$ cat src/rtl/four_bit_adder_subtractor.sv
// Registered WIDTH-bit two's-complement adder/subtractor built from explicit
// ripple-carry full-adder cells. Result = A + B (subtract=0) or A - B (subtract=1).
// Optional flags: define ADDSUB_FLAGS_EN to compute and register Overflow and Zero;
// without it both are tied to 0 and no flag flops exist.
module four_bit_adder_subtractor #(
  parameter int unsigned WIDTH = 4
) (
  input  logic             clk,
  input  logic             rst,
  input  logic [WIDTH-1:0] A,
  input  logic [WIDTH-1:0] B,
  input  logic             subtract,
  output logic [WIDTH-1:0] Result,
  output logic             Cout,
  output logic             Overflow,
  output logic             Zero
);

  logic [WIDTH-1:0] bx_c;
  logic [WIDTH-1:0] sum_c;
  logic [WIDTH:0]   carry_c;

  logic [WIDTH-1:0] result_q, result_d;
  logic             cout_q,   cout_d;

  // Ripple-carry chain: B inverted and carry-in set when subtracting.
  always_comb begin
    bx_c       = B ^ {WIDTH{subtract}};
    sum_c      = '0;
    carry_c    = '0;
    carry_c[0] = subtract;
    for (int i = 0; i < int'(WIDTH); i++) begin
      sum_c[i]     = A[i] ^ bx_c[i] ^ carry_c[i];
      carry_c[i+1] = (A[i] & bx_c[i]) | (carry_c[i] & (A[i] ^ bx_c[i]));
    end
  end

  // Next-state values for the result pipeline stage.
  always_comb begin
    result_d = sum_c;
    cout_d   = carry_c[WIDTH];
  end

  // Output pipeline register with synchronous reset.
  always_ff @(posedge clk) begin
    if (rst) begin
      result_q <= '0;
      cout_q   <= 1'b0;
    end else begin
      result_q <= result_d;
      cout_q   <= cout_d;
    end
  end

  assign Result = result_q;
  assign Cout   = cout_q;

`ifdef ADDSUB_FLAGS_EN
  logic overflow_q, overflow_d;
  logic zero_q,     zero_d;

  // Signed overflow from the top two carries; zero from the raw sum.
  always_comb begin
    overflow_d = carry_c[WIDTH] ^ carry_c[WIDTH-1];
    zero_d     = ~|sum_c;
  end

  // Flag pipeline register, reset to 0 alongside the result.
  always_ff @(posedge clk) begin
    if (rst) begin
      overflow_q <= 1'b0;
      zero_q     <= 1'b0;
    end else begin
      overflow_q <= overflow_d;
      zero_q     <= zero_d;
    end
  end

  assign Overflow = overflow_q;
  assign Zero     = zero_q;
`else
  assign Overflow = 1'b0;
  assign Zero     = 1'b0;
`endif

endmodule

$ cat config.mk
export PLATFORM = sky130hd
export DESIGN_NAME = four_bit_adder_subtractor
export DESIGN_NICKNAME = d
export VERILOG_FILES = /design/src/rtl/four_bit_adder_subtractor.sv
export SDC_FILE = /design/constraint.sdc
export NUM_CORES = 1
export LEC_CHECK = 0
export CORE_AREA = 2 2 39 41
export DETAILED_ROUTE_END_ITERATION = 6
export DIE_AREA = 0 0 41 43
export MAX_ROUTING_LAYER = met4
export RECOVER_POWER = 50
export REMOVE_ABC_BUFFERS = 1
export SYNTH_ARGS = -nofsm -noshare
export SYNTH_HDL_FRONTEND = slang
export SYNTH_SLANG_ARGS = --single-unit
$ cat constraint.sdc
create_clock -name clk -period 1.7 [get_ports clk]
set_input_delay 0.17 -clock clk [delete_from_list [all_inputs] [get_ports clk]]
set_output_delay 0.17 -clock clk [all_outputs]
set_load 0.01 [all_outputs]
==> After elaboration in Yosys (flattened, before gate mapping) <==
Index checks and enable logic that the tools add are counted.
{ "totals": {"out_inout_bits": 7, "input_bits": 11, "word_cells": 23, "reg_bits": 5} }
{ "op_classes": {"bitwise": 21} }
{ "ops": {"columns": ["cell", "count"], "rows": [
  ["AND 1 bit", 8],
  ["bitwise XOR 1 bit", 8],
  ["OR 1 bit", 4],
  ["bitwise XOR 4 bit", 1]
]} }

==> Longest topological paths before layout <==
{ "logic_depth": {"depth_word": 10, "mapped_depth": 7, "depth_no_buf": 7} }

==> Worst setup path after synthesis <==
Ideal clock, no wire load.
{ "synth_timing": {"path_kind": "input-to-reg", "startpoint": "input B[0]", "endpoint": "register result_q[3], in the netlist Result[3]", "path_stages": 7, "setup_slack_ps": -37, "path_buffers": 0, "setup_ps": 114, "t_arrival_ps": 1624, "required_ps": 1586, "cell_sequence": "mux2_2 -> fa_1 -> inv_1 -> fa_1 -> inv_1 -> fa_1 -> nor2b_1"} }
{ "synth_between": {"elab_chain_len": 9, "word_cells_on_any_way": 10, "cone_classes": "bitwise (10)"} }
{ "synth_lines": {"columns": ["element", "line", "source"], "rows": [
  ["start, declared", "11", "input logic [WIDTH-1:0] B,"],
  ["bitwise XOR 4 bit (*)", "28", "bx_c = B ^ {WIDTH{subtract}};"],
  ["bitwise XOR 1 bit", "34", "carry_c[i+1] = (A[i] & bx_c[i]) | (carry_c[i] & (A[i] ^ bx_c[i]));"],
  ["AND 1 bit", "34", null],
  ["OR 1 bit (*)", "34", null],
  ["AND 1 bit (*)", "34", null],
  ["OR 1 bit (*)", "34", null],
  ["AND 1 bit (*)", "34", null],
  ["OR 1 bit (*)", "34", null],
  ["bitwise XOR 1 bit (*)", "33", "sum_c[i] = A[i] ^ bx_c[i] ^ carry_c[i];"],
  ["via result_d[3]", "23", "logic [WIDTH-1:0] result_q, result_d;"],
  ["end signal, assigned", "50", "result_q <= result_d;"],
  ["end, declared", "23", null]
]} }
The timed path passes the listed nets; every way through them passes the cells marked *.
A chain may end at the register's enable or synchronous reset.

==> Final worst setup path <==
{ "layout_timing": {"startpoint": "input subtract", "endpoint": "register result_q[3], in the netlist Result[3]"} }
{ "layout_between": {"elab_chain_len": 9, "word_cells_on_any_way": 15, "cone_classes": "bitwise (15)"} }
{ "layout_lines": {"columns": ["element", "line", "source"], "rows": [
  ["start, declared", "12", "input logic subtract,"],
  ["bitwise XOR 4 bit", "28", null],
  ["bitwise XOR 1 bit", "34", null],
  ["AND 1 bit", "34", null],
  ["OR 1 bit", "34", null],
  ["AND 1 bit", "34", null],
  ["OR 1 bit", "34", null],
  ["AND 1 bit", "34", null],
  ["OR 1 bit", "34", null],
  ["bitwise XOR 1 bit (*)", "33", null],
  ["via result_d[3]", "23", null]
]} }
Marked as above.

==> flow_summary.yaml <==
status:
  status: "completed"
timing:
  finalSetupViolations: 0
  fin_crit_ns: 1.643
  rsz0062_at_grt: "no"
  hold_viol: 0
  fin_crit_sh_pct: 96.64
  achievable-frequency_ghz: 0.6087
  slew_viol_final: 0
  fin_hold_ws_ns: 0.2516
  totalNegativeSetupSlack_ns: 0
floorplan:
  start_util_pct: 18.99
  die_h_microns: 43
  die_x_microns: 41
  io_pins: 18
  dieArea_sq_um: 1763
  num_rows: 14
  coreArea_sq_um: 1384
flow_run:
  cap_viol_max_count: 0
synthesis:
  yosysSeqAreaShare_pct: 38.10
  yosys_warnings: 0
  yosys.area_share.simple_pct: 10.00
  synth_compound_area_share_pct: 0
  synth_xor_area_share_pct: 13.33
  synthAdderAreaFrac_pct: 22.86
  synthDistinctLibCells: 10
  syn_area_sq_um: 262.8
  ys_ff_latch: 5
  synth_top_family_by_area: "adder cells"
  muxShareOfSynthArea_pct: 4.286
  netlist_instances: 24
  syn_area_per_cell_sq_um: 10.95
route:
  postRouteAntennaNets: 0
  wl_microns: 444
  wire_per_inst_microns: 7.279
  drc: 0
  drtPass1Iterations: 2
  detail_route.vias_per_cell: 3.426
  drtIter0Drc: 1
  vias: 209
pwr:
  p_leak_nw: 0.2095
  p_per_area_nw_per_um2: 815.7
  worst_ir_drop_vdd_v: 0.0001838
  total_power_w: 0.0003848
clocking:
  cts_tree: "done"
  numClockSinks: 5
  cts_buffers: 3
  clk_pin_slew_ns: 0.04
  root_buffer: "clkbuf_4"
  clock_path_buffers: 2
  cts-htree-levels: 1
setup_path:
  crit_type: "primary input to register"
  endpoint_kind: "register"
  worstPathRequired_ns: 1.82
  slowest_delay_ns: 0.45
  startpoint_type: "primary input"
  critPathArrivalTime_ns: 1.77
  crit_chain: "buf_4 > mux2_4 > fa_2 > inv_2 > fa_2 > inv_2 > fa_1 > nor2b_1"
  path_max_fanout: 3
  cp_slowest_cell: "fa_1"
finish:
  stdcell_area_sq_um: 471.7
  num_antenna_cells: 0
  area_growth_pct: 79.52
  num-nets-final: 60
  drive_above_1_share_pct: 31.11
  final_cell_count_no_fill: 61
global_route:
  grt_pass1_wl_microns: 779
  grt_pass1_vias: 214
  grt.total_usage_pct: 7.231
  grt_max_degree: 6
  grt-ovfl-total: 0
  antenna_found_initial: 0
place:
  port_buffers: 15
  place_area_sq_um: 444.2
  placed_cells: 57
  finalWeightedCongestion: 0.6583
hold_path:
  hold_path.class: "primary input to register"
## layout by cell type (no fill, tap or decap), drive strengths merged
master	Yosys	final
clkdlybuf4s50	0	7
buf	2	6
dfxtp	5	5
clkbuf	0	4
nor2b	3	3
dlygate4sd3	0	3
inv	3	3
fa	3	3
xor2	2	2
nor2	2	2
xnor2	2	2
conb	1	2
mux2	1	1
dlygate4sd2	0	1
clkdlybuf4s15	0	1
## flip-flops by register name, summed over array words and instances (netlist names)
signal  flops
Cout        1
Result      4
## cell usage after synthesis
cell type / n / share of area (%)
xnor2_1: 2 / 6.7
nor2b_1: 3 / 7.1
dfxtp_1: 5 / 38
xor2_1: 2 / 6.7
buf_4: 2 / 5.7
fa_1: 3 / 23
mux2_2: 1 / 4.3
nor2_1: 2 / 2.9
conb_1: 1 / 1.4
inv_1: 3 / 4.3
## area by class of cell
cell class	count	area, sq um
fillers	161	912.1
repair buffers	18	165.2
multi-input cells	15	148.9
flip-flops and latches	5	100.1
clock buffers	4	26.28
well taps	16	20.02
inverters	3	11.26
## through the flow
stage | util [%] | setup WS, ns
after floorplan | - | -0.03727
after global placement | 32.10 | -0.5988
after detailed placement | 32.10 | -0.6298
after CTS | 33.36 | 0.03731
after global routing | 34.09 | 0.001196
final | 34.09 | 0.05710
## critical path: cells and delay by family
family | cells | cell delay [ns]
simple gates | 1 | 0.13
mux | 1 | 0.27
buf+inv | 3 | 0.23
fa+ha+maj | 3 | 0.96
## power breakdown
group | leakage, nW | internal [W] | switching [W] | total, W
registers | 0.0417 | 0.000134 | 0.00000283 | 0.000136
logic | 0.153 | 0.0000702 | 0.0000447 | 0.000115
clock network | 0.0150 | 0.0000885 | 0.0000449 | 0.000133
## timing repair
| action | CTS | global route |
|---|---|---|
| endpoints found under the setup margin | 3 | 1 |
| setup buffers | 0 | 0 |
| pin swaps | 2 | 4 |
| hold buffers | 0 | 0 |
| resized for setup | 19 | 3 |
## logic make-up after synthesis
group,count (synthesis)
xor gates and xnor gates,4
adders and majority gates,3
buffers and inverters,5
DFF,5
muxes,1
other,1
and+or+nand+nor,5
## metal layers
layer	track usage [%]	vias up	part of all wire [%]
met5	-	-	0
met4	8.000	0	1.4
met3	1.571	2	11
met2	11.56	11	55
met1	5.863	90	33
li1	-	106	-
## worst paths after layout
kind	from	end	slack (ns)	depth (start not counted)
worst max-delay path	subtract	Result[3]$_SDFF_PP0_	0.06	8
worst min-delay path	B[0]	Result[0]$_SDFF_PP0_	0.25	4
(Power assumes the default switching activity.)
